### config.mk
export PLATFORM = sky130hd
export DESIGN_NAME = interrupt_controller
export DESIGN_NICKNAME = d
export VERILOG_FILES = /design/src/rtl/interrupt_controller.sv
export SDC_FILE = /design/constraint.sdc
export NUM_CORES = 1
export LEC_CHECK = 0
export ABC_CLOCK_PERIOD_IN_PS = 1650
export CELL_PAD_IN_SITES_DETAIL_PLACEMENT = 1
export CELL_PAD_IN_SITES_GLOBAL_PLACEMENT = 1
export CORE_MARGIN = 2
export CORE_UTILIZATION = 39
export DETAILED_ROUTE_END_ITERATION = 8
export PLACE_DENSITY_LB_ADDON = 0.3
export SLEW_MARGIN = 40
export SYNTH_ARGS = -nofsm -noshare
export SYNTH_HDL_FRONTEND = slang
export SYNTH_SLANG_ARGS = --single-unit
### constraint.sdc
create_clock -name clk -period 1.65 [get_ports clk]
set_input_delay 0.33 -clock clk [delete_from_list [all_inputs] [get_ports clk]]
set_output_delay 0.33 -clock clk [all_outputs]
set_load 0.02 [all_outputs]
### src/rtl/interrupt_controller.sv
// interrupt_controller
//   Collects external interrupt lines, synchronises and rising-edge detects
//   them, prioritises unmasked pending lines (line 0 highest) and hands one
//   interrupt at a time to the CPU through a req/ack/reti handshake.
//   No nesting: while a handler runs, no new request is issued.
//
// Ports
//   clk         system clock, rising edge
//   reset_n     asynchronous active-low reset
//   int_in      raw asynchronous interrupt lines (rising edge requests)
//   mask_we     mask register write strobe
//   mask_wdata  new mask value (1 = line disabled)
//   int_ack     CPU took the request at an instruction boundary (pulse)
//   reti        CPU executed RETI (pulse)
//   int_req     interrupt request to the CPU (registered)
//   int_id      requested / in-service line index+1, 0 when idle (registered)
//   in_service  handler running (registered)
//   pending     pending register (readback)
//   mask        mask register (readback)
module interrupt_controller #(
    parameter int NUM_INT     = 8,
    parameter int ID_WIDTH    = 4,
    parameter int SYNC_STAGES = 2
) (
    input  logic                clk,
    input  logic                reset_n,
    input  logic [NUM_INT-1:0]  int_in,
    input  logic                mask_we,
    input  logic [NUM_INT-1:0]  mask_wdata,
    input  logic                int_ack,
    input  logic                reti,
    output logic                int_req,
    output logic [ID_WIDTH-1:0] int_id,
    output logic                in_service,
    output logic [NUM_INT-1:0]  pending,
    output logic [NUM_INT-1:0]  mask
);

    typedef enum logic [1:0] {
        ST_IDLE    = 2'd0,
        ST_REQ     = 2'd1,
        ST_SERVICE = 2'd2
    } state_t;

    logic [NUM_INT-1:0]  sync_r [SYNC_STAGES];
    logic [NUM_INT-1:0]  hist_r;
    // Warm-up shift register: edge detection is enabled only once the
    // synchroniser and history flops hold real samples, so a line that is
    // already high when reset is released is seen as a level, not an edge.
    logic [SYNC_STAGES:0] warm_r;

    logic [NUM_INT-1:0]  rise_s;
    logic [NUM_INT-1:0]  avail_s;
    logic [NUM_INT-1:0]  latched_s;
    logic [NUM_INT-1:0]  pend_clr_s;
    logic [NUM_INT-1:0]  pending_r;
    logic [NUM_INT-1:0]  pending_nxt_s;
    logic [NUM_INT-1:0]  mask_r;
    logic [ID_WIDTH-1:0] sel_id_s;

    state_t              state_r;
    state_t              state_nxt_s;
    logic                int_req_r;
    logic                int_req_nxt_s;
    logic [ID_WIDTH-1:0] int_id_r;
    logic [ID_WIDTH-1:0] int_id_nxt_s;
    logic                in_service_r;
    logic                in_service_nxt_s;

    // Input synchroniser chain, edge-detect history and warm-up tracker.
    always_ff @(posedge clk or negedge reset_n) begin
        if (!reset_n) begin
            for (int s = 0; s < SYNC_STAGES; s++) begin
                sync_r[s] <= '0;
            end
            hist_r <= '0;
            warm_r <= '0;
        end else begin
            sync_r[0] <= int_in;
            for (int s = 1; s < SYNC_STAGES; s++) begin
                sync_r[s] <= sync_r[s-1];
            end
            hist_r <= sync_r[SYNC_STAGES-1];
            warm_r <= {warm_r[SYNC_STAGES-1:0], 1'b1};
        end
    end

    // Rising-edge detection on the synchronised lines.
    always_comb begin
        if (warm_r[SYNC_STAGES]) begin
            rise_s = sync_r[SYNC_STAGES-1] & ~hist_r;
        end else begin
            rise_s = '0;
        end
    end

    // Fixed-priority selection over unmasked pending lines, lowest index wins.
    always_comb begin
        avail_s  = pending_r & ~mask_r;
        sel_id_s = '0;
        for (int i = NUM_INT - 1; i >= 0; i--) begin
            sel_id_s = avail_s[i] ? ID_WIDTH'(i + 1) : sel_id_s;
        end
    end

    // One-hot of the line whose id is currently latched.
    always_comb begin
        latched_s = '0;
        for (int i = 0; i < NUM_INT; i++) begin
            latched_s[i] = (int_id_r == ID_WIDTH'(i + 1));
        end
    end

    // Handshake FSM next-state and next-output logic.
    always_comb begin
        state_nxt_s      = state_r;
        int_req_nxt_s    = int_req_r;
        int_id_nxt_s     = int_id_r;
        in_service_nxt_s = in_service_r;
        pend_clr_s       = '0;
        case (state_r)
            ST_IDLE: begin
                in_service_nxt_s = 1'b0;
                if (|avail_s) begin
                    state_nxt_s   = ST_REQ;
                    int_req_nxt_s = 1'b1;
                    int_id_nxt_s  = sel_id_s;
                end else begin
                    int_req_nxt_s = 1'b0;
                    int_id_nxt_s  = '0;
                end
            end
            ST_REQ: begin
                // Request is committed: the latched id is held until acked.
                if (int_ack) begin
                    state_nxt_s      = ST_SERVICE;
                    int_req_nxt_s    = 1'b0;
                    in_service_nxt_s = 1'b1;
                    pend_clr_s       = latched_s;
                end else begin
                    int_req_nxt_s = 1'b1;
                end
            end
            ST_SERVICE: begin
                int_req_nxt_s = 1'b0;
                if (reti) begin
                    state_nxt_s      = ST_IDLE;
                    in_service_nxt_s = 1'b0;
                    int_id_nxt_s     = '0;
                end else begin
                    in_service_nxt_s = 1'b1;
                end
            end
            default: begin
                state_nxt_s      = ST_IDLE;
                int_req_nxt_s    = 1'b0;
                int_id_nxt_s     = '0;
                in_service_nxt_s = 1'b0;
            end
        endcase
        // A new rise wins over the acknowledge clear in the same cycle.
        pending_nxt_s = (pending_r & ~pend_clr_s) | rise_s;
    end

    // FSM state, registered outputs and pending register.
    always_ff @(posedge clk or negedge reset_n) begin
        if (!reset_n) begin
            state_r      <= ST_IDLE;
            int_req_r    <= 1'b0;
            int_id_r     <= '0;
            in_service_r <= 1'b0;
            pending_r    <= '0;
        end else begin
            state_r      <= state_nxt_s;
            int_req_r    <= int_req_nxt_s;
            int_id_r     <= int_id_nxt_s;
            in_service_r <= in_service_nxt_s;
            pending_r    <= pending_nxt_s;
        end
    end

    // Mask register; selection in the same cycle sees the old value.
    always_ff @(posedge clk or negedge reset_n) begin
        if (!reset_n) begin
            mask_r <= '0;
        end else if (mask_we) begin
            mask_r <= mask_wdata;
        end else begin
            mask_r <= mask_r;
        end
    end

    assign int_req    = int_req_r;
    assign int_id     = int_id_r;
    assign in_service = in_service_r;
    assign pending    = pending_r;
    assign mask       = mask_r;

endmodule

==> results of run 1 <==
[worst reg2reg max path: stages (launching register included)]
cell and delay, ns:
dfrtp_1 0.41, inv_1 0.13, ha_4 0.20, nand2_1 0.07, or3_1 0.36, o21ai_1 0.16
nand2_1 0.07
[flip-flops by register name (all words and copies together), names as in the netlist]
register    count
hist_r          8
in_service      1
int_id          4
int_req         1
mask            8
pending         8
state_r         2
sync_r         16
warm_r          3
[power breakdown]
part	internal, mW	leakage [nW]	total, mW	switching [mW]
registers	1.41	0.584	1.56	0.144
logic	0.437	0.470	1.01	0.573
clock network	0.452	0.0581	0.863	0.411
[cell families (layout without fill, tap and decap cells)]
family | Yosys count | in the layout | share of synthesized area, %
multiplexers | 9 | 9 | 5.24
other | 1 | 1 | 0.196
AND/OR/NAND/NOR | 52 | 52 | 16.2
flip-flops | 51 | 51 | 66.8
adder cells (fa/ha/maj) | 3 | 3 | 1.96
AO/OA/AOI/OAI | 23 | 23 | 8.64
buffers and inverters | 5 | 56 | 1.05
[worst paths after layout]
check / startpoint / end / depth (start not counted)
min: reset_n / int_req / 2
min reg2reg: sync_r[14] / sync_r[6] / 0
max reg2reg: state_r[1] / pending[2] / 6
min in group clk: sync_r[14] / sync_r[6] / 0
max: int_id[1] / int_id[1] / 1
max in group asynchronous: reset_n / int_id[3] / 2
[final cells by class]
type	instances	area, sq um
inverter	3	11.3
clock buffer	5	68.8
timing repair buffer	45	449
tap	67	83.8
sequential	51	1280
fill	489	2160
clock inverter	3	43.8
multi-input combinational	88	633
[timing repair]
item / 4_1_cts / 5_1_grt
gates resized for setup: 13 / 9
setup endpoints to repair: 13 / 10
cloned: 0 / 0
hold buffers: 0 / 0
setup buffers: 0 / 0
[layer usage]
metal | vias up | part of all wire (%) | GRT usage (%)
li1 | 595 | - | -
met1 | 632 | 41 | 19.1
met2 | 35 | 53 | 28.2
met3 | 5 | 4.5 | 4.34
met4 | 0 | 1.7 | 6.06
met5 | - | 0 | 0
[stage by stage]
step	area, sq um	setup slack (ns)	power [mW]	utilization [%]	std cells
final	2570	0.0492	3.43	54.3	262
after global routing	2570	0.00131	3.62	54.3	262
after CTS	2530	0.00145	3.43	53.6	262
after detailed placement	2440	0.0462	2.60	51.6	254
after global placement	2440	0.0898	2.55	51.6	254
after floorplan	1910	0.287	2.14	-	144
[cells in the mapped netlist, types with 2 or more instances]
master    instances  area, sq um
nand2b_4          2         27.5
nor2b_1           5         31.3
a31oi_1           3         18.8
ha_1              3         37.5
inv_1             2         7.51
a21oi_1           2         10.0
mux2_2            8         90.1
nand2_1          21         78.8
o21ai_1           6         30.0
nand3b_1          8         60.1
o31ai_1           4         30.0
dfrtp_1          51         1280
nand2b_1          8         50.1
o21ai_0           4         20.0
==> impl_metrics.py, run 1 <==
metrics = {
    "sta": {
        "drv_slew": 0,
        "timing.hold.ws_ns": -0.0125,
        "hold_viol": 9,
        "fin_crit_ns": 1.60,
        "timing.fmax_ghz": 0.625,
        "finClkSkew_ns": 0.00816,
        "timing.final.crit_share_pct": 97.0,
        "setup_violations": 0,
        "rsz0062_at_grt": "false",
        "setup_tns_ns": 0,
    },
    "clocking": {
        "clockRootBuffer": "clkbuf_8",
        "cts.htree.levels": 2,
        "clkSlewWorstSetupHoldPaths_ns": 0.09,
        "clk_latency_ns": 0.30,
        "cts_buffers": 5,
        "clock_path_buffers": 2,
        "cts_tree": "done",
        "cts_sinks": 51,
    },
    "synth": {
        "syn_nets": 168,
        "syn_avg_cell_area_sq_um": 13.3,
        "synth-async-reset-ratio_pct": 100,
        "yosysUniqueCellTypes": 31,
        "ys.flop_type": "dfrtp_1",
        "synth-seq-cells": 51,
        "synth_cells": 144,
        "synth_edf_count": 0,
        "yosysWarnings": 0,
        "ys_seq_area_share_pct": 66.8,
        "syn_area_sq_um": 1910,
    },
    "floorplanning": {
        "die_x_um": 74.0,
        "rows": 25,
        "die_h_um": 74.0,
        "dieArea_sq_um": 5480,
        "start_util_pct": 40.5,
        "io_pins": 43,
        "core_region_area_sq_um": 4720,
    },
    "critical_path": {
        "cp.required_ns": 1.32,
        "r2r_slack_ns": 0.13,
        "cp_top_family": "buffers and inverters",
        "path_cells": "clkdlybuf4s50_1",
        "path_buf_inv": 1,
        "worst_setup_path_end_kind": "primary output",
        "path_max_fanout": 2,
        "crit_arrival_ns": 1.27,
        "path_class": "reg2out",
        "max_stage_delay_ns": 0.60,
        "critPathSlowestCell": "clkdlybuf4s50_1",
        "cp-start-kind": "register",
    },
    "route": {
        "via_count": 1267,
        "routedWlPerCell_um": 15.1,
        "vias_per_cell": 4.84,
        "routed_wl_mm": 3.97,
        "drc": 0,
        "detail-route-antenna-nets": 0,
        "dr.pass1.iters": 4,
        "drt-initial-drc-count": 43,
    },
    "grt": {
        "antenna_found_initial": 0,
        "grt_pass1_vias": 1358,
        "grt_usage_pct": 16.1,
        "grt_max_degree": 52,
        "grt_pass1_wl_mm": 6.48,
        "gr-total-overflow": 0,
    },
    "placed_design": {
        "portBuffers": 42,
        "routabilityCongestion": 0.807,
        "place.detailed.hpwl_mm": 2.94,
    },
    "layout": {
        "drive_gt1_share_pct": 14.9,
        "layout.nets": 218,
        "area_growth_pct": 34.2,
        "layout_common_cells": "dfrtp_1 (51), clkdlybuf4s50_1 (22), nand2_1 (21)",
        "mostFrequentLayoutCell": "dfrtp_1",
        "diodes": 0,
    },
    "power": {
        "power.density_nw_per_um2": 1340,
        "leakagePower_nw": 1.11,
        "ir_worst_vdd_v": 0.000622,
    },
    "status": {
        "violations": "negative hold slack",
        "status": "complete, but fails checks",
    },
    "min_path": {
        "hold_class": "in2async",
    },
    "run": {
        "maxCapViolCount": 0,
    },
}
Note: power is estimated with default switching activity, not from simulation.
==> run 2, diff against run 1 <==
GPL_ROUTABILITY_DRIVEN = 1   (was unset)
==> results of run 2 <==
Same layout as run 1: the final DEF is identical, and so are final timing and power.
==> run 3, diff against run 2 <==
SETUP_SLACK_MARGIN = 0.5   (was unset)
==> run 3 against run 2 <==
Compared with the run above: the flow still finishes with violations (negative hold slack); sequential power hardly changed; critical path depth is 5 higher; first-iteration DRC count is 53% higher; routed wire length is 44% higher; sequential share of layout area is 6.7 points lower; critical endpoint is now state_r[1]; register-to-register slack better by 0.03 ns; largest cell class unchanged.
==> impl_metrics.py, run 3 (same netlist as run 1, synthesis figures left out) <==
metrics = {
    "layout": {
        "top_register": "sync_r",
        "layout_common_cells": "dfrtp_1 (39), buf_6 (28), nand2_1 (19)",
        "diodes": 0,
        "layout.nets": 242,
        "largest_reg_flops": 16,
        "num-fill-cells": 450,
        "multiInputGateArea_sq_um": 791,
        "area_growth_pct": 56.9,
        "finish.instance_area_sq_um": 3000,
        "drive_gt1_share_pct": 51.1,
        "mostFrequentLayoutCell": "dfrtp_1",
        "stdcell_count": 286,
        "seqCellArea_sq_um": 1290,
    },
    "route": {
        "routed_wl_mm": 5.72,
        "vias_per_cell": 5.06,
        "drt-initial-drc-count": 66,
        "detail-route-antenna-nets": 0,
        "drc": 0,
        "dr.pass1.iters": 4,
        "routedWlPerCell_um": 20.0,
        "via_count": 1447,
    },
    "critical_path": {
        "cp-start-kind": "register",
        "path_max_fanout": 4,
        "crit_arrival_ns": 1.68,
        "r2r-start": "state_r[0]",
        "worst_setup_path_end_kind": "register",
        "r2r_cells": 6,
        "cp.required_ns": 1.83,
        "r2r-end": "state_r[1]",
        "r2r_slack_ns": 0.16,
        "path_class": "reg2reg",
    },
    "floorplanning": {
        "rows": 25,
        "core_region_area_sq_um": 4720,
        "io_pins": 43,
        "dieArea_sq_um": 5480,
        "die_x_um": 74.0,
        "start_util_pct": 40.5,
        "die_h_um": 74.0,
    },
    "sta": {
        "timing.hold.ws_ns": -0.00983,
        "timing.final.crit_share_pct": 90.4,
        "tightest_slew_ns": 0.596,
        "setup_violations": 0,
        "setup_tns_ns": 0,
        "finClkSkew_ns": 0.00884,
        "drv_slew": 0,
        "max-slew-margin-rel_pct": 60.2,
        "rsz0062_at_grt": "true",
        "hold_viol": 10,
        "fin_crit_ns": 1.49,
        "timing.fmax_ghz": 0.670,
    },
    "min_path": {
        "hold_class": "in2async",
    },
    "grt": {
        "met2_usage_pct": 35.9,
        "gr-total-overflow": 0,
        "antenna_found_initial": 0,
        "grt.busiest_layer": "met2",
        "grt_max_degree": 52,
        "grt_util_met1_pct": 23.8,
        "grt_pass1_vias": 1534,
        "grt_usage_pct": 20.3,
        "grtUsageMet3_pct": 4.07,
        "grt_pass1_wl_mm": 7.98,
    },
    "placed_design": {
        "routabilityCongestion": 0.717,
        "placed_area_sq_um": 2510,
        "dpl.cell_count": 254,
        "portBuffers": 42,
        "place.detailed.hpwl_mm": 3.11,
    },
    "run": {
        "maxCapViolCount": 0,
    },
    "clocking": {
        "cts.htree.levels": 2,
        "clkSlewWorstSetupHoldPaths_ns": 0.09,
        "cts_buffers": 5,
        "cts_tree": "done",
        "clk_latency_ns": 0.30,
        "clockRootBuffer": "clkbuf_8",
        "clock_path_buffers": 2,
        "cts_sinks": 51,
    },
    "power": {
        "fin_total_pwr_mw": 4.33,
        "ir_worst_vdd_v": 0.000654,
        "leakagePower_nw": 1.28,
        "power.density_nw_per_um2": 1440,
    },
    "status": {
        "violations": "negative hold slack",
        "status": "complete, but fails checks",
    },
}
[run 3: changes by cell type in the layout (fill, tap and decap cells not counted), moves of 6 or more]
| cell | previous run | this run |
|---|---|---|
| dfrtp_2 | 0 | 12 |
| dfrtp_1 | 51 | 39 |
| buf_6 | 0 | 28 |
| dlymetal6s2s_1 | 6 | 0 |
| buf_4 | 2 | 18 |
| dlygate4sd2_1 | 13 | 1 |
[run 3: per-stage QoR]
stage,utilization [%],setup WS [ns]
6_report,63.5,0.158
5_1_grt,63.5,0.0798
4_1_cts,60.4,0.274
3_5_place_dp,53.1,0.00613
3_3_place_gp,53.1,0.0734
2_1_floorplan,-,0.371
[run 3: layout make-up]
type                            instances  share of cell area [%]
Clock inverter                          2                    1.17
Sequential cell                        51                    43.1
Timing Repair Buffer                   69                    23.5
Multi-Input combinational cell         88                    26.4
Tap cell                               67                    2.80
Inverter                                3                   0.375
Clock buffer                            6                    2.75
[run 3: worst max path at each step]
| stage | from | to | slack [ns] | cells past startpoint |
|---|---|---|---|---|
| after floorplan | state_r[1] | pending[0] | 0.37 | 6 |
| after detailed placement | int_ack | pending[2] | 0.006 | 5 |
| after global placement | int_ack | pending[0] | 0.07 | 5 |
| after CTS | mask[5] | mask[5] | 0.27 | 1 |
| final | state_r[0] | state_r[1] | 0.16 | 6 |
| after global routing | state_r[1] | int_id[0] | 0.08 | 6 |
[run 3: worst max-delay path, cell delays in order (launching register included)]
cell     delay, ns
dfrtp_1       0.44
inv_2         0.12
buf_12        0.11
ha_4          0.13
nand4_4       0.12
o31ai_4       0.33
a21oi_1       0.11
[run 3: what timing repair did]
action	in CTS	in global routing
endpoints found under the setup margin	38	38
setup buffers	13	11
resized for setup	155	15
hold buffers	0	0
pin swaps	15	11
[run 3: layer usage]
metal | up-vias | share of wire, %
met1 | 758 | 38
li1 | 643 | -
met3 | 14 | 2.9
met4 | 0 | 3.2
met5 | - | 0
met2 | 32 | 56
[run 3: where the power goes]
group | switching (mW) | internal, mW
sequential | 0.166 | 1.42
combinational | 0.906 | 0.940
clock | 0.401 | 0.491
total | 1.47 | 2.85
